<file path="config.mk">
export PLATFORM = sky130hd
export DESIGN_NAME = ecc_point_verify
export DESIGN_NICKNAME = d
export VERILOG_FILES = /design/src/rtl/ecc_pkg.sv /design/src/rtl/ecc_modmul_serial.sv /design/src/rtl/ecc_point_verify.sv
export SDC_FILE = /design/constraint.sdc
export NUM_CORES = 1
export LEC_CHECK = 0
export BUFFER_PORTS_ARGS = -buffer_cell sky130_fd_sc_hd__buf_2
export CAP_MARGIN = 20
export CORE_AREA = 2 2 125 127
export DETAILED_ROUTE_END_ITERATION = 12
export DIE_AREA = 0 0 127 129
export PLACE_DENSITY = 0.76
export RECOVER_POWER = 50
export SYNTH_ARGS = -nofsm -noshare
export SYNTH_HDL_FRONTEND = slang
export SYNTH_SLANG_ARGS = --single-unit
export TNS_END_PERCENT = 5
</file>
<file path="constraint.sdc">
create_clock -name i_clk -period 6.8 [get_ports i_clk]
set_input_delay 0.68 -clock i_clk [delete_from_list [all_inputs] [get_ports i_clk]]
set_output_delay 0.68 -clock i_clk [all_outputs]
set_load 0.01 [all_outputs]
</file>
<file path="src/rtl/ecc_pkg.sv">
// Shared definitions for the ECC point-verification datapath:
// FSM states, default operand width and product-slot indices.
package ecc_pkg;

    localparam int unsigned W_DEFAULT = 8;

    typedef enum logic [2:0] {
        IDLE,
        CHECK,
        MUL,
        ADD1,
        ADD2,
        DONE
    } state_e;

    localparam logic [1:0] P_YY  = 2'd0;
    localparam logic [1:0] P_XX  = 2'd1;
    localparam logic [1:0] P_XXX = 2'd2;
    localparam logic [1:0] P_AX  = 2'd3;

endpackage

</file>
<file path="src/rtl/ecc_modmul_serial.sv">
// Bit-serial MSB-first interleaved modular multiplier: W cycles per product.
// The first step happens on the edge that samples i_start; o_done follows the last step.
module ecc_modmul_serial
    import ecc_pkg::*;
#(
    parameter int unsigned W = W_DEFAULT
) (
    input  logic         i_clk,
    input  logic         i_rst,
    input  logic         i_start,
    input  logic [W-1:0] i_multiplicand,
    input  logic [W-1:0] i_multiplier,
    input  logic [W-1:0] i_p,
    output logic [W-1:0] o_result,
    output logic         o_done
);

    localparam int unsigned CW = $clog2(W + 1);

    logic [W-1:0]  acc_q, acc_d;
    logic [W-1:0]  mcand_q, mcand_d;
    logic [W-1:0]  mplier_q, mplier_d;
    logic [W-1:0]  p_q, p_d;
    logic [CW-1:0] cnt_q, cnt_d;
    logic          run_q, run_d;
    logic          done_q, done_d;

    logic [W-1:0]  op_acc, op_mcand, op_mplier, op_p;
    logic [W+1:0]  dbl, sum;

    always_comb begin
        op_acc    = i_start ? '0 : acc_q;
        op_mcand  = i_start ? i_multiplicand : mcand_q;
        op_mplier = i_start ? i_multiplier : mplier_q;
        op_p      = i_start ? i_p : p_q;

        // Both reductions settle in one cycle; operands < p keep W+2 bits sufficient.
        dbl = {2'b00, op_acc} << 1;
        if (dbl >= {2'b00, op_p}) begin
            dbl = dbl - {2'b00, op_p};
        end
        sum = dbl + (op_mplier[W-1] ? {2'b00, op_mcand} : '0);
        if (sum >= {2'b00, op_p}) begin
            sum = sum - {2'b00, op_p};
        end

        acc_d    = acc_q;
        mcand_d  = mcand_q;
        mplier_d = mplier_q;
        p_d      = p_q;
        cnt_d    = cnt_q;
        run_d    = run_q;
        done_d   = 1'b0;

        if (i_start) begin
            acc_d    = sum[W-1:0];
            mcand_d  = op_mcand;
            mplier_d = op_mplier << 1;
            p_d      = op_p;
            cnt_d    = CW'(W - 1);
            run_d    = (W > 1);
            done_d   = (W == 1);
        end else if (run_q) begin
            acc_d    = sum[W-1:0];
            mplier_d = op_mplier << 1;
            cnt_d    = cnt_q - CW'(1);
            if (cnt_q == CW'(1)) begin
                run_d  = 1'b0;
                done_d = 1'b1;
            end
        end
    end

    always_ff @(posedge i_clk) begin
        if (!i_rst) begin
            acc_q    <= '0;
            mcand_q  <= '0;
            mplier_q <= '0;
            p_q      <= '0;
            cnt_q    <= '0;
            run_q    <= 1'b0;
            done_q   <= 1'b0;
        end else begin
            acc_q    <= acc_d;
            mcand_q  <= mcand_d;
            mplier_q <= mplier_d;
            p_q      <= p_d;
            cnt_q    <= cnt_d;
            run_q    <= run_d;
            done_q   <= done_d;
        end
    end

    assign o_result = acc_q;
    assign o_done   = done_q;

endmodule

</file>
<file path="src/rtl/ecc_point_verify.sv">
// Checks that a captured point (x, y) satisfies y^2 = x^3 + a*x + b (mod p),
// flagging the point at infinity as on-curve and out-of-field operands as range errors.
module ecc_point_verify
    import ecc_pkg::*;
#(
    parameter int unsigned W = W_DEFAULT
) (
    input  logic         i_clk,
    input  logic         i_rst,
    input  logic         i_start,
    input  logic         i_inf,
    input  logic [W-1:0] i_a,
    input  logic [W-1:0] i_b,
    input  logic [W-1:0] i_prime,
    input  logic [W-1:0] i_x,
    input  logic [W-1:0] i_y,
    output logic         o_busy,
    output logic         o_done,
    output logic         o_on_curve,
    output logic         o_range_err
);

    state_e       state_q, state_d;
    logic [W-1:0] x_q, x_d, y_q, y_d, a_q, a_d, b_q, b_d, p_q, p_d;
    logic         inf_q, inf_d, err_q, err_d;
    logic [W-1:0] t0_q, t0_d, t1_q, t1_d, t2_q, t2_d, t3_q, t3_d;
    logic [W-1:0] s_q, s_d;
    logic [1:0]   idx_q, idx_d;
    logic         busy_q, busy_d, done_q, done_d;
    logic         on_curve_q, on_curve_d, range_err_q, range_err_d;

    logic         range_bad;
    logic [W-1:0] s_sum;
    logic         mm_start;
    logic [W-1:0] mm_mcand, mm_mplier, mm_result;
    logic         mm_done;

    function automatic logic [W-1:0] mod_add(input logic [W-1:0] u, input logic [W-1:0] v,
                                             input logic [W-1:0] m);
        logic [W:0] t;
        t = {1'b0, u} + {1'b0, v};
        if (t >= {1'b0, m}) begin
            t = t - {1'b0, m};
        end
        return t[W-1:0];
    endfunction

    ecc_modmul_serial #(.W(W)) u_modmul (
        .i_clk          (i_clk),
        .i_rst          (i_rst),
        .i_start        (mm_start),
        .i_multiplicand (mm_mcand),
        .i_multiplier   (mm_mplier),
        .i_p            (p_q),
        .o_result       (mm_result),
        .o_done         (mm_done)
    );

    always_comb begin
        state_d     = state_q;
        x_d         = x_q;
        y_d         = y_q;
        a_d         = a_q;
        b_d         = b_q;
        p_d         = p_q;
        inf_d       = inf_q;
        err_d       = err_q;
        t0_d        = t0_q;
        t1_d        = t1_q;
        t2_d        = t2_q;
        t3_d        = t3_q;
        s_d         = s_q;
        idx_d       = idx_q;
        done_d      = 1'b0;
        on_curve_d  = on_curve_q;
        range_err_d = range_err_q;
        mm_start    = 1'b0;
        mm_mcand    = '0;
        mm_mplier   = '0;
        range_bad   = (p_q < W'(2)) || (x_q >= p_q) || (y_q >= p_q) ||
                      (a_q >= p_q) || (b_q >= p_q);
        s_sum       = mod_add(s_q, b_q, p_q);

        case (state_q)
            IDLE: begin
                if (i_start) begin
                    x_d     = i_x;
                    y_d     = i_y;
                    a_d     = i_a;
                    b_d     = i_b;
                    p_d     = i_prime;
                    inf_d   = i_inf;
                    state_d = CHECK;
                end
            end
            CHECK: begin
                err_d = !inf_q && range_bad;
                // Short paths skip the products but still commit the verdict in ADD2;
                // y*y is launched here so the four products fill exactly 4W MUL cycles.
                if (inf_q || range_bad) begin
                    state_d = ADD2;
                end else begin
                    state_d   = MUL;
                    idx_d     = P_YY;
                    mm_start  = 1'b1;
                    mm_mcand  = y_q;
                    mm_mplier = y_q;
                end
            end
            MUL: begin
                if (mm_done) begin
                    case (idx_q)
                        P_YY:    t0_d = mm_result;
                        P_XX:    t1_d = mm_result;
                        P_XXX:   t2_d = mm_result;
                        default: t3_d = mm_result;
                    endcase
                    if (idx_q == P_AX) begin
                        state_d = ADD1;
                    end else begin
                        idx_d     = idx_q + 2'd1;
                        mm_start  = 1'b1;
                        mm_mplier = x_q;
                        case (idx_d)
                            P_XX:    mm_mcand = x_q;
                            P_XXX:   mm_mcand = mm_result;
                            default: mm_mcand = a_q;
                        endcase
                    end
                end
            end
            ADD1: begin
                s_d     = mod_add(t2_q, t3_q, p_q);
                state_d = ADD2;
            end
            ADD2: begin
                s_d     = s_sum;
                done_d  = 1'b1;
                state_d = DONE;
                if (inf_q) begin
                    on_curve_d  = 1'b1;
                    range_err_d = 1'b0;
                end else if (err_q) begin
                    on_curve_d  = 1'b0;
                    range_err_d = 1'b1;
                end else begin
                    on_curve_d  = (s_sum == t0_q);
                    range_err_d = 1'b0;
                end
            end
            DONE: begin
                state_d = IDLE;
            end
            default: begin
                state_d = IDLE;
            end
        endcase

        busy_d = (state_d != IDLE);
    end

    always_ff @(posedge i_clk) begin
        if (!i_rst) begin
            state_q     <= IDLE;
            x_q         <= '0;
            y_q         <= '0;
            a_q         <= '0;
            b_q         <= '0;
            p_q         <= '0;
            inf_q       <= 1'b0;
            err_q       <= 1'b0;
            t0_q        <= '0;
            t1_q        <= '0;
            t2_q        <= '0;
            t3_q        <= '0;
            s_q         <= '0;
            idx_q       <= '0;
            busy_q      <= 1'b0;
            done_q      <= 1'b0;
            on_curve_q  <= 1'b0;
            range_err_q <= 1'b0;
        end else begin
            state_q     <= state_d;
            x_q         <= x_d;
            y_q         <= y_d;
            a_q         <= a_d;
            b_q         <= b_d;
            p_q         <= p_d;
            inf_q       <= inf_d;
            err_q       <= err_d;
            t0_q        <= t0_d;
            t1_q        <= t1_d;
            t2_q        <= t2_d;
            t3_q        <= t3_d;
            s_q         <= s_d;
            idx_q       <= idx_d;
            busy_q      <= busy_d;
            done_q      <= done_d;
            on_curve_q  <= on_curve_d;
            range_err_q <= range_err_d;
        end
    end

    assign o_busy      = busy_q;
    assign o_done      = done_q;
    assign o_on_curve  = on_curve_q;
    assign o_range_err = range_err_q;

endmodule

</file>
Yosys cells after proc, flatten, opt, wreduce, memory -nomap -nowiden:

Index checks and enable logic that the tools add are counted.

* input bits: 44
* logic and storage cells: 127
* register bits: 120
* output and inout bits: 4

* eq/ne operators: 14
* $lt $le $gt $ge: 9
* add/sub/neg operators: 9
* muxes and demuxes: 46
* reductions and logical operators: 21
* bitwise operators: 3

Operator list (count)
* $mux 8: 17
* $pmux 8 s2: 4
* $ge 8x8->1: 4
* $ge 9x8->1: 3
* $sub 8x8->8: 3
* $add 8x8->9: 2
* $mux 3: 6
* $pmux 3 s5: 1
* $mux 1: 12
* $add 10x8->10: 1
* $ge 10x8->1: 1
* $mux 10: 1
* $sub 9x8->10: 1
* $reduce_and 3->1: 3
* $eq 8x8->1: 1
* $lt 8x2->1 const B: 1
* $eq 2x2->1 const B: 3
* $eq 3x2->1 const B: 2
* $mux 2: 3
* $reduce_bool 2->1: 3
* $reduce_or 3->1: 2
* $logic_or 1x1->1: 5
* $eq 2x1->1 const B: 2
* $eq 4x1->1 const B: 1
* 17 further kinds: 20

Depth between registers and ports, before layout:

* depth in word-level cells: 16
* mapped depth: 38
* mapped depth without buffers: 34

Cells and area by module:

A second synthesis with hierarchy kept.

* cell total of the unflattened synthesis: 1089
* area total of the unflattened synthesis: 8627.0 um^2

By module, submodules not included
* ecc_point_verify: cells each 723, times used 1, area an instance 5616.6 um^2, sequential area each 1661.6 um^2
* ecc_modmul_serial: cells each 366, times used 1, area an instance 3010.4 um^2, sequential area each 740.7 um^2

Least setup slack after synthesis:

No wires, ideal clock.

* path type: register to register
* start: register p_q[7]
* end: register u_modmul.acc_q[2] (netlist: u_modmul.o_result[2])
* arrival: 7.363 ns
* period minus slack after synthesis: 7.487 ns
* library setup time: 0.123 ns
* required time: 6.677 ns
* cell stages (with the launch flop): 36
* buffers on the path: 4
* path slack: -0.687 ns
* cells stage by stage: dfxtp_1 inv_1 ha_1 nand2_1 or3_1 o32a_1 o311a_2 and3_4 buf_4 nor2_1 clkbuf_1 a21oi_1 fa_1 a21oi_1 o211ai_1 a21oi_1 o21bai_1 a21oi_1 and2_1 and2_1 clkbuf_1 clkbuf_1 nor2_1 ha_1 fa_1 fa_1 a21o_1 a21oi_1 nor2b_1 o21ai_0 nand2b_1 o21ai_0 nand2b_1 a221oi_4 mux2i_1 o22ai_1

* word-level cells in the longest chain between the ends: 16
* elaborated cells between the ends (all ways): 30
* those cells by class: add/sub: 3; order compare: 7; mux: 14; reduce/logical: 6

RTL lines
* start: declaration: RTL line ecc_point_verify.sv:24 `logic [W-1:0] x_q, x_d, y_q, y_d, a_q, a_d, b_q, b_d, p_q, p_d;`
* start signal: assignment: RTL line ecc_point_verify.sv:188 `p_q <= p_d;`
* $lt 8x2->1 / $ge 8x8->1 (equally long branches): RTL line ecc_point_verify.sv:80 `range_bad = (p_q < W'(2)) || (x_q >= p_q) || (y_q >= p_q) ||`
* $logic_or 1x1->1 (3 in a row): RTL line ecc_point_verify.sv:80
* $logic_or 1x1->1: RTL line ecc_point_verify.sv:81 `(a_q >= p_q) || (b_q >= p_q);`
* $logic_or 1x1->1: RTL line ecc_point_verify.sv:100 `if (inf_q || range_bad) begin`
* $mux 1: RTL line ecc_point_verify.sv:100
* $pmux 1 s2: RTL line ecc_point_verify.sv:84 `case (state_q)`
* $mux 8, on equally long branches: RTL line ecc_modmul_serial.sv:35, ecc_modmul_serial.sv:32
* $sub 9x8->10 / $ge 9x8->1 (equally long branches): RTL line ecc_modmul_serial.sv:40, ecc_modmul_serial.sv:39
* $mux 10: RTL line ecc_modmul_serial.sv:39 `if (dbl >= {2'b00, op_p}) begin`
* $add 10x8->10: RTL line ecc_modmul_serial.sv:42 `sum = dbl + (op_mplier[W-1] ? {2'b00, op_mcand} : '0);`
* $sub 8x8->8 / $ge 10x8->1 (equally long branches): RTL line ecc_modmul_serial.sv:44, ecc_modmul_serial.sv:43
* $mux 8: RTL line ecc_modmul_serial.sv:43 `if (sum >= {2'b00, op_p}) begin`
* $mux 8: RTL line ecc_modmul_serial.sv:63 `end else if (run_q) begin`
* $mux 8: RTL line ecc_modmul_serial.sv:55 `if (i_start) begin`
* end signal: assignment: RTL line ecc_modmul_serial.sv:76 `acc_q <= '0;`
* end signal: assignment: RTL line ecc_modmul_serial.sv:84 `acc_q <= acc_d;`
* end: declaration: RTL line ecc_modmul_serial.sv:20 `logic [W-1:0] acc_q, acc_d;`

Parallel ways exist; a longest one is shown, timed or not. The select of a mux whose other input is x is not followed.
A chain may end at the register's enable or synchronous reset.

Worst setup path in the final report:

* start: register p_q[7]
* end: register u_modmul.acc_q[6] (netlist: u_modmul.o_result[6])

The elaborated chain is that of the path after synthesis.

==> impl_metrics.json <==
{
  "wl_met1_um": 10300,
  "power_mw": 2.64,
  "pin_count": 48,
  "clock_sinks": 120,
  "finish.cell_count_without_fillers": 1294,
  "grt_antenna_before_repair": 0,
  "buffers_and_inverters_on_the_worst_path": 3,
  "cp.required_ns": 7.11,
  "worst_slew_pin_slew_ns": 0.826,
  "final_hold_viol_count": 0,
  "grt_overflow": 0,
  "timing.hold.worst.class": "reg2reg",
  "cts_made_buffers": 17,
  "end_kind": "flop",
  "synth.cell_area_um2": 8240,
  "final_core_utilization_pct": 66.6,
  "final_layout_size_suffix_gt1_share_pct": 19.5,
  "violations": "negative setup slack",
  "fin_ws_ns": -0.0704,
  "grt_pass1_vias": 7343,
  "max_cap_viols": 0,
  "grt_util_all_layers_pct": 28.7,
  "met2_length_um": 11400,
  "rsz0062_at_grt": "yes",
  "postRouteWirelength_um": 24600,
  "drt_first_iter_violations": 765,
  "netlist-cell-type-count": 60,
  "clk-insertion-delay-late_ns": 0.44,
  "ys_dominant_reg_cell": "sky130_fd_sc_hd__dfxtp_1",
  "outcome": "finished with violations",
  "timing.critical_path.to": "u_modmul.o_result[6]",
  "cts_tree": "yes",
  "path_type_of_the_worst_setup_path": "reg2reg",
  "die_height_um": 129,
  "fmax_ghz": 0.146,
  "dp_cells": 1242,
  "cp_max_fo": 7,
  "timing.final.setup_violations": 4,
  "pwr_density_cell_nw_per_um2": 265,
  "synth-async-reset-ratio_pct": 0,
  "slew_viol_final": 0,
  "initial_utilization_pct": 55.0,
  "rows": 45,
  "portBuffers": 47,
  "worstPathArrival_ns": 7.18,
  "fp.dieW_um": 127,
  "layout_worst_path_cycle_share_pct": 101,
  "crit_start": "p_q[7]",
  "amount_of_wire_on_met3_after_detailed_routing_um": 1750,
  "weighted_congestion_reported_at_the_end_of_routability_driven_placement": 0.934,
  "holdPathStages": 2,
  "drt_pre_antenna_iters": 6,
  "ys_warn_count": 0,
  "synth.top_cells.by_count": "168 x sky130_fd_sc_hd__nand2_1, 120 x sky130_fd_sc_hd__dfxtp_1, 94 x sky130_fd_sc_hd__ha_1, 79 x sky130_fd_sc_hd__a21boi_0, 53 x sky130_fd_sc_hd__a21oi_1",
  "netlist_instances": 1004,
  "synth-seq-cells": 120,
  "relative_slew_slack_pct": 45.0,
  "vdd_drop_max_uv": 201,
  "worstSetupStartpointType": "flop",
  "synth.avg_cell_area_um2": 8.21,
  "yosys.area.top_type": "sky130_fd_sc_hd__dfxtp_1",
  "preCtsSetupSlack_ns": -0.153,
  "timing.reg2reg.worst_path_depth": 33,
  "cts-root-to-sink-buffers": 2,
  "r2r-end": "u_modmul.o_result[6]",
  "worst_case_clock_skew_ns": 0.00888,
  "drcViolationCount": 0,
  "cellLeakagePower_nw": 4.17,
  "syn_to_final_growth_pct": 21.1,
  "antenna_violating_nets_post_route": 0,
  "htree_levels": 4,
  "wire_length_of_the_first_global_routing_pass_um": 36500,
  "synth_sequential_area_ratio_pct": 29.2,
  "netlist_top_cells_area": "sky130_fd_sc_hd__dfxtp_1 29%, sky130_fd_sc_hd__ha_1 14%, sky130_fd_sc_hd__nand2_1 7.7%",
  "hpwl_um": 16800,
  "core_area_um2": 15000,
  "cts_root_buf": "sky130_fd_sc_hd__clkbuf_16",
  "cpMaxStageDelayCell": "sky130_fd_sc_hd__fa_2",
  "fp.dieArea_um2": 16400,
  "routedWlPerCell_um": 19.0,
  "num-nets-final": 1238,
  "routed.top_layer": "met4",
  "worst-r2r-setup-slack_ns": -0.07,
  "grt_max_degree": 71,
  "whs_ns": 0.457,
  "via_count_of_the_routed_design": 7897,
  "min_period_ns": 6.87,
  "post-synth-top-area-fraction_pct": 29.2,
  "synth_enable_flop_cells": 0,
  "postSynthNetCount": 1149,
  "critical_path.max_stage_delay_ns": 0.39,
  "timing.rr.start": "p_q[7]",
  "via_per_inst": 6.10,
  "clk_transition_reported_paths_ns": 0.06,
  "most_frequent_cell_after_synthesis": "sky130_fd_sc_hd__nand2_1",
  "critical_path_stages": 33,
  "dominant_delay_contributor_by_cell_family_on_the_critical_path": "compound AO/OA/AOI/OAI gates",
  "cp_common_cell": "sky130_fd_sc_hd__a21oi_2"
}
what timing repair did:
item,4_1_cts,5_1_grt
endpoints found under the setup margin,8,8
cloned,0,1
hold buffers,0,0
pin swaps,10,33
setup buffers,6,13
hold endpoints to repair,0,0
gates resized for setup,11,63
cell usage in the layout (no fill, tap or decap), types with 12 or more instances in the layout:
cell type / synthesis / final
sky130_fd_sc_hd__a21oi_2: 1 / 12
sky130_fd_sc_hd__inv_1: 47 / 40
sky130_fd_sc_hd__nor2_1: 44 / 41
sky130_fd_sc_hd__buf_2: 2 / 47
sky130_fd_sc_hd__xnor2_1: 27 / 24
sky130_fd_sc_hd__nor2b_1: 26 / 26
sky130_fd_sc_hd__a21oi_1: 53 / 40
sky130_fd_sc_hd__mux2i_1: 26 / 26
sky130_fd_sc_hd__dfxtp_1: 120 / 109
sky130_fd_sc_hd__buf_4: 1 / 61
sky130_fd_sc_hd__nand3_1: 32 / 31
sky130_fd_sc_hd__a21o_1: 17 / 17
sky130_fd_sc_hd__clkbuf_16: 0 / 17
sky130_fd_sc_hd__o21ai_0: 43 / 39
sky130_fd_sc_hd__a21boi_0: 79 / 79
sky130_fd_sc_hd__ha_1: 94 / 87
sky130_fd_sc_hd__xor2_1: 20 / 20
sky130_fd_sc_hd__nand2b_1: 13 / 12
sky130_fd_sc_hd__nand2_1: 168 / 167
sky130_fd_sc_hd__a22oi_1: 20 / 19
layout make-up:
| cell class | count | area (µm²) |
|---|---|---|
| multi-input cells | 794 | 5780 |
| clock buffers | 17 | 425 |
| inverters | 47 | 189 |
| flip-flops and latches | 120 | 2420 |
| diodes | 1 | 2.50 |
| repair buffers | 113 | 749 |
| well taps | 188 | 235 |
| fillers | 1173 | 5000 |
| clock inverters | 14 | 174 |
where the power goes:
| group | switching [mW] | total [mW] | leakage [nW] | internal (mW) |
|---|---|---|---|---|
| combinational | 0.497 | 0.919 | 2.90 | 0.421 |
| clock | 0.364 | 0.940 | 0.282 | 0.575 |
| sequential | 0.0479 | 0.787 | 0.979 | 0.739 |
worst min-delay path by stage:
stage	from	end	slack [ns]
3_3_place_gp	o_range_err	o_range_err	0.45
5_1_grt	i_x[2]	x_q[2]	0.49
4_1_cts	o_range_err	o_range_err	0.46
2_1_floorplan	t0_q[4]	t0_q[4]	0.44
6_report	o_range_err	o_range_err	0.46
3_5_place_dp	o_range_err	o_range_err	0.46
per-stage QoR:
| step | setup TNS, ns | instance area [µm²] |
|---|---|---|
| final | -0.118 | 9980 |
| after global routing | -1.84 | 9970 |
| after CTS | 0 | 9610 |
| after detailed placement | -1.09 | 8930 |
| after global placement | 0 | 8930 |
| after floorplan | 0 | 8300 |
worst reg2reg max path: cells and delay by family (launching register included):
kind                     cells  cell delay [ns]
AO/OA/AOI/OAI               16             2.87
XOR/XNOR                     1             0.17
adder cells (fa/ha/maj)      4             1.22
buffers and inverters        3             0.40
flip-flops                   1             0.34
multiplexers                 2             0.57
AND/OR/NAND/NOR              7             1.16
flip-flops by register name (all words and copies together) (netlist names), 4 cells and up:
register	count
x_q	8
y_q	8
t0_q	8
t3_q	8
t2_q	8
u_modmul.o_result	8
u_modmul.cnt_q	4
u_modmul.p_q	8
b_q	8
u_modmul.mcand_q	8
p_q	8
s_q	8
a_q	8
u_modmul.mplier_q	7
logic make-up (layout without fill, tap and decap cells):
kind of cell    count (synthesis)  after routing  share of synthesized area, %
mux                            27             27                          3.29
other cells                     0              1                             0
fa+ha+maj                     101            101                          16.0
flops                         120            120                          29.2
buf+inv                        91            191                          4.22
xor+xnor                       47             47                          5.00
compound gates                281            281                          23.3
simple gates                  337            338                          19.1
routing by layer:
metal | GRT usage (%) | vias to the layer above
met3 | 5.65 | 111
met4 | 14.4 | 0
met2 | 46.6 | 364
met1 | 36.5 | 3695
li1 | - | 3727
met5 | 0 | -
(Power assumes the default switching activity.)
